[src/rtl/pir_input_conditioner.sv]
// PIR sensor front end: synchronize, debounce, warm-up lockout, and
// per-zone rising-edge events held pending until the alarm controller accepts them.
module pir_input_conditioner #(
    parameter int DEBOUNCE_CYCLES = 4,
    parameter int WARMUP_CYCLES   = 8
) (
    input  logic       clk,
    input  logic       rst_n,
    input  logic       turn,
    input  logic       pir_sensor_1,
    input  logic       pir_sensor_2,
    input  logic       pir_sensor_3,
    input  logic       motion_ready,
    output logic       motion_valid,
    output logic [2:0] motion_zone,
    output logic [2:0] motion_level,
    output logic [1:0] zone_count,
    output logic       armed
);

    localparam int DW = (DEBOUNCE_CYCLES > 1) ? $clog2(DEBOUNCE_CYCLES) : 1;
    localparam int WW = (WARMUP_CYCLES > 1) ? $clog2(WARMUP_CYCLES) : 1;

    typedef enum logic [1:0] {
        OFF    = 2'd0,
        WARMUP = 2'd1,
        ARMED  = 2'd2
    } state_t;

    state_t state, state_next;

    logic [2:0]         s1, s2;
    logic [2:0]         level, level_next;
    logic [2:0][DW-1:0] cnt, cnt_next;
    logic [WW-1:0]      wcnt, wcnt_next;
    logic [2:0]         pending, pending_next;

    logic [2:0]         deb_level;
    logic [2:0][DW-1:0] deb_cnt;
    logic [2:0]         tog;
    logic [2:0]         rise;
    logic               ack;

    // Free-running debounce result; the FSM decides whether it is used.
    always_comb begin
        deb_level = level;
        deb_cnt   = cnt;
        tog       = '0;
        for (int i = 0; i < 3; i++) begin
            if (s2[i] != level[i]) begin
                if (cnt[i] == DW'(DEBOUNCE_CYCLES - 1)) begin
                    deb_level[i] = ~level[i];
                    deb_cnt[i]   = '0;
                    tog[i]       = 1'b1;
                end else begin
                    deb_cnt[i] = cnt[i] + 1'b1;
                end
            end else begin
                deb_cnt[i] = '0;
            end
        end
    end

    assign rise = tog & ~level;
    assign ack  = motion_valid & motion_ready;

    always_comb begin
        state_next   = state;
        level_next   = level;
        cnt_next     = cnt;
        wcnt_next    = wcnt;
        pending_next = pending;
        unique case (state)
            OFF: begin
                level_next   = '0;
                cnt_next     = '0;
                pending_next = '0;
                wcnt_next    = '0;
                if (turn) state_next = WARMUP;
            end
            WARMUP: begin
                level_next = deb_level;
                cnt_next   = deb_cnt;
                if (wcnt == WW'(WARMUP_CYCLES - 1)) begin
                    state_next = ARMED;
                end else begin
                    wcnt_next = wcnt + 1'b1;
                end
            end
            ARMED: begin
                level_next   = deb_level;
                cnt_next     = deb_cnt;
                pending_next = (ack ? 3'b000 : pending) | rise;
            end
            default: begin
                state_next = OFF;
            end
        endcase
        if (!turn) begin
            state_next   = OFF;
            level_next   = '0;
            cnt_next     = '0;
            wcnt_next    = '0;
            pending_next = '0;
        end
    end

    always_ff @(posedge clk) begin
        if (!rst_n) begin
            state <= OFF;
        end else begin
            state <= state_next;
        end
    end

    always_ff @(posedge clk) begin
        if (!rst_n) begin
            s1      <= '0;
            s2      <= '0;
            level   <= '0;
            cnt     <= '0;
            wcnt    <= '0;
            pending <= '0;
        end else begin
            s1      <= {pir_sensor_3, pir_sensor_2, pir_sensor_1};
            s2      <= s1;
            level   <= level_next;
            cnt     <= cnt_next;
            wcnt    <= wcnt_next;
            pending <= pending_next;
        end
    end

    assign armed        = (state == ARMED);
    assign motion_valid = |pending;
    assign motion_zone  = pending;
    assign motion_level = armed ? level : 3'b000;
    assign zone_count   = 2'(motion_level[0]) + 2'(motion_level[1])
                        + 2'(motion_level[2]);

endmodule

[config.mk]
export PLATFORM = sky130hd
export DESIGN_NAME = pir_input_conditioner
export DESIGN_NICKNAME = d
export VERILOG_FILES = /design/src/rtl/pir_input_conditioner.sv
export SDC_FILE = /design/constraint.sdc
export NUM_CORES = 1
export LEC_CHECK = 0
export CAP_MARGIN = 20
export CORE_MARGIN = 10
export CORE_UTILIZATION = 30
export CTS_CLUSTER_SIZE = 12
export DETAILED_ROUTE_END_ITERATION = 16
export DONT_BUFFER_PORTS = 1
export PLACE_DENSITY = 0.43
export RECOVER_POWER = 100
export SETUP_SLACK_MARGIN = 0.4
export SYNTH_ARGS = -nofsm -noshare
export SYNTH_HDL_FRONTEND = slang
export SYNTH_SLANG_ARGS = --single-unit
[constraint.sdc]
create_clock -name clk -period 1.4 [get_ports clk]
set_clock_uncertainty 0.15 [all_clocks]
set_input_delay 0.07 -clock clk [delete_from_list [all_inputs] [get_ports clk]]
set_output_delay 0.07 -clock clk [all_outputs]
set_load 0.1 [all_outputs]
==> metrics.txt, run 1 <==
outcome=finished, violations left; failing checks=negative setup slack; clk sinks=23; DRC=0; synthesized instance count=109; post-layout util=52.6%; yosys warns=0; Max IR drop VDD=0.453 mV; CTS Buffer Depth=2; largest net degree at the start of global routing=13; CTS Buf Count=3; Initial Util=31.6%; cell area power density=611 mW/mm^2; most common cell after layout, fill and taps aside=dfxtp_1; slowest cell on the critical path=fa_2; Critical Path End Type=output pin; largest cells by area after synthesis=dfxtp_1, ha_1, a21oi_1, and2_2, nor2_1; Syn Area/Cell=9.81 um^2; Sum Neg Setup Slack=-3510 ps; share of cells above drive strength 1=58.1%; FMAX=504 MHz; Syn Nets=127; ys flop type=dfxtp_1; Die Width=79.7 um; max-slew violation count=0; count of cell types in the netlist=25; Die Y=79.7 um; final period utilization=142%; First-pass DRT Iterations=4; starting DRC count in detailed routing=38; clk root buf=clkbuf_4; post-synthesis sequential area ratio=43.0%; crit path kind=flop to output pin; worst r2r dst=cnt[4]; worst r2r path cells=7; drt total wl=2.69 mm; port bufs=0; Hold Path Sink=cnt[3]; synthesized flop and latch total=23; hold-critical path depth=3; gr usage total=9.02%; Cell Area, Synth=0.00107 mm^2; final setup margin=-585 ps; WL/cell=13.9 um; most frequent cells in the layout=dfxtp_1, buf_4, buf_6; core area=0.00339 mm^2; critical path fanouts, max=4; Hold Path Origin=rst_n; Overflow after GRT=0; FF-to-FF setup slack=-230 ps; Worst-Skew Late Latency=300 ps; DP Cell Count=178; Synth-to-Final Area Change=66.7%; Finished Layout Cells=194; routed via count=904; Worst Setup SP=state[0]; R2R Path Start=state[0]; Hold WS=52.8 ps; final net count=167; Final setup viols=22; CP Buf/Inv Count=2; antenna cells=0; leakage=0.670 nW; largest area contributor in the netlist=dfxtp_1; startpoint class of the critical path=flop; area share of the largest cell type after synthesis=43.0%; maxcap violations=0; initial antenna violation count=0; fin crit period=1980 ps; Reg clk slew, reported paths=130 ps; # rows=21; Slew headroom=64.8%; CP peak stage delay=590 ps; DP Wirelength=1.93 mm; Worst Max-Slew Pin Slew=527 ps; Die ar.=0.00635 mm^2; Worst EP required=1180 ps; RSZ-0062 raised after global routing=yes; first-pass GRT wire length=4.62 mm; CTS tree=yes; Post-synth ARST share=0%; post-route ant nets=0; arrival time worst endpoint=1760 ps; cell family with most CP delay=adder cells; routability cong.=0.692; Post-synth EDFFs=0; via density per instance=4.66; H-Tree Depth=1; number of global-route vias before repair=989; Power Total=1.09 mW; Fillers=300; worst path cell trace=inv_2, ha_4, and2_4, fa_2, buf_12; endpoints failing hold=0; Hold WC Path Type=primary input to flop; # IOs=17
## through the flow
stage	area, um^2	setup WS, ps
after detailed placement	1400	-241
final	1780	-585
after global placement	1400	-227
after floorplan	1150	-559
after global routing	1780	-658
after CTS	1760	-594
## tightest hold or removal path, delay by kind of cell
kind / cells / cell delay, ps
and+or+nand+nor: 2 / 230
AOI/OAI and AO/OA: 1 / 160
## cell usage after synthesis (2+ instances only)
library cell  count
nor2b_1           5
nor2_1           10
and2_2            6
ha_1             10
a21oi_1           9
a22o_1            4
and2_1            3
dfxtp_1          23
o21ai_0           4
nand3_1           5
inv_1             3
a22oi_1           2
a22o_2            2
nand2_1           5
xnor2_1           4
nand4b_1          4
nand2b_1          2
## flip-flops by register name, summed over array words and instances (netlist names)
name         cells
motion_zone      3
state            2
wcnt             3
s2               3
s1               3
cnt              6
level            3
## per-layer routing
layer | vias to the layer above | share of wire (%) | track usage, % | routed length (um)
met5 | - | 0 | 0 | 0
met4 | 0 | 1.3 | 2.87 | 36
met3 | 4 | 2.5 | 2.25 | 68
met2 | 9 | 56 | 16.9 | 1510
met1 | 431 | 40 | 9.52 | 1080
li1 | 460 | - | - | -
## cell type report
class                   instances  area, um^2  share of cell area [%]
clock buffers                   4        26.3                    1.47
inverters                       3        11.3                   0.632
multi-input cells              81         793                    44.5
flip-flops and latches         23         475                    26.7
well taps                      46        57.6                    3.23
repair buffers                 37         419                    23.5
## worst max-delay path by stage
stage          slack (ps)  cells past startpoint             to
5_1_grt              -660                      5  zone_count[0]
3_3_place_gp         -230                      5  zone_count[0]
4_1_cts              -590                      5  zone_count[0]
6_report             -580                      5  zone_count[0]
3_5_place_dp         -240                      5  zone_count[0]
2_1_floorplan        -560                      4  zone_count[0]
## cell families after synthesis
| family | Yosys count | share of synthesized area (%) |
|---|---|---|
| XOR/XNOR | 4 | 3.27 |
| flip-flops | 23 | 43.0 |
| AO/OA/AOI/OAI | 21 | 12.6 |
| adder cells (fa/ha/maj) | 11 | 13.6 |
| multiplexers | 2 | 2.34 |
| AND/OR/NAND/NOR | 43 | 22.6 |
| buffers and inverters | 5 | 2.57 |
## what timing repair did
action / CTS / global route
pin swaps: 24 / 3
setup buffers: 6 / 1
hold buffers: 5 / 0
cloned: 0 / 0
resized for setup: 53 / 13
endpoints found under the hold margin: 9 / 0
endpoints found under the setup margin: 27 / 27
## power breakdown
group          internal [mW]  leakage [nW]  switching (mW)
registers              0.660         0.191         0.00686
clock network          0.111        0.0150           0.193
logic                 0.0659         0.465          0.0515
total                  0.837         0.670           0.252
Note: power is estimated with default switching activity, not from simulation.
==> run 2: changes to the inputs <==
Settings changed: MAX_ROUTING_LAYER set to met4, PLACE_DENSITY 0.43 to 0.42.
Clock period 1.4 ns to 2.35 ns, I/O delays scaled along.
==> run 2 against run 1 <==
  * The run now ends clean
  * Global-route usage is 1.1 points lower
  * Sequential power is 40% lower
  * Total power is 42% lower
  * Die area stayed put
  * Critical path type unchanged
==> metrics.txt, run 2 (synthesis results as in run 1) <==
final net count=147; maxcap violations=0; outcome=completed; max reg flops=6; Initial Util=31.6%; Synth-to-Final Area Change=19.5%; Die ar.=0.00635 mm^2; CTS Buf Count=3; Critical Path End Type=output pin; max-slew violation count=0; clk sinks=23; Overflow after GRT=0; gr usage total=7.94%; Comb pwr share=6.7%; Die Width=79.7 um; critical path fanouts, max=5; Final setup viols=0; Clock power frac=29.3%; FMAX=469 MHz; initial antenna violation count=0; Slew headroom=19.2%; most common cell after layout, fill and taps aside=dfxtp_1; leakage=0.513 nW; Worst-Skew Late Latency=310 ps; R2R Path Start=motion_zone[0]; via density per instance=4.70; CTS Buffer Depth=2; CTS tree=yes; # IOs=17; RSZ-0062 raised after global routing=yes; CP peak stage delay=580 ps; # rows=21; switch share=22.6%; crit path kind=flop to output pin; Switch Pwr=0.142 mW; cell area power density=490 mW/mm^2; DRC=0; arrival time worst endpoint=1860 ps; fin crit period=2130 ps; startpoint class of the critical path=flop; Seq pwr share=63.9%; WL/cell=13.1 um; Cell Int Power=0.485 mW; First-pass DRT Iterations=4; number of global-route vias before repair=828; Finished Layout Cells=174; DP Wirelength=1.75 mm; Power Total=0.627 mW; Hold WC Path Type=primary input to flop; Sum Neg Setup Slack=0 ps; Die Y=79.7 um; Max IR drop VDD=0.264 mV; most frequent cells in the layout=dfxtp_1, nor2_1, a21oi_1, ha_1, and2_2; port bufs=0; Hold WS=39.4 ps; routed via count=818; clk root buf=clkbuf_4; first-pass GRT wire length=3.95 mm; slowest cell on the critical path=fa_2; H-Tree Depth=1; drt total wl=2.28 mm; Hold Path Origin=turn; Top reg by flops=cnt; starting DRC count in detailed routing=38; post-route ant nets=0; Reg clk slew, reported paths=130 ps; final period utilization=90.7%; largest net degree at the start of global routing=13; Fillers=352; share of cells above drive strength 1=21.1%; antenna cells=0; post-layout util=37.7%; Worst Max-Slew Pin Slew=1210 ps; core area=0.00339 mm^2; worst path cell trace=ha_1, and2_4, fa_2, buf_12; Worst Setup SP=state[1]; DP Cell Count=161; Worst EP required=2080 ps; endpoints failing hold=0; routability cong.=0.736
run 2: through the flow:
step                      area, um^2  setup slack [ps]
after floorplan                 1100               340
after global placement          1210               611
after detailed placement        1210               591
after CTS                       1310               260
after global routing            1280               138
final                           1280               218
run 2: worst paths after layout:
kind,to,slack [ps],cells past startpoint
worst max-delay path,zone_count[0],220,4
worst min-delay path,state[0],40,2
worst min register to register,s2[0],310,1
worst max register to register,motion_zone[0],640,3
run 2: final cells by class:
class,instances,area [um^2],area share (%)
Multi-Input combinational cell,81,591,46.2
Clock buffer,4,26.3,2.05
Sequential cell,23,462,36.1
Timing Repair Buffer,17,131,10.3
Inverter,3,11.3,0.881
Tap cell,46,57.6,4.50
run 2: layer usage:
| metal | GRT usage [%] | vias up | wire length, um |
|---|---|---|---|
| li1 | - | 417 | - |
| met1 | 9.73 | 386 | 1120 |
| met2 | 11.4 | 13 | 982 |
| met3 | 3.27 | 2 | 160 |
| met4 | 2.69 | 0 | 16 |
| met5 | - | - | 0 |
run 2: repair_timing:
item                                   in CTS  in global routing
hold buffers                                5                  0
pin swaps                                   2                  1
endpoints found under the hold margin       9                  0
cloned                                      0                  0
setup endpoints to repair                   2                  2
buffers inserted                            3                  1
gates resized for setup                     1                  0
run 2: power groups by stage:
stage                     sequential (mW)  combinational [mW]  clock [mW]
final                               0.401              0.0423       0.184
after floorplan                     0.409              0.0269           0
after CTS                           0.401              0.0437       0.197
after global routing                0.402              0.0487       0.218
after detailed placement            0.410              0.0328           0
after global placement              0.410              0.0324           0
run 2: worst max-delay path, delay by kind of cell, from the launching register on:
kind	cells	cell delay [ps]
adders and majority gates	2	840
buffers and inverters	1	170
DFF	1	370
and+or+nand+nor	1	160
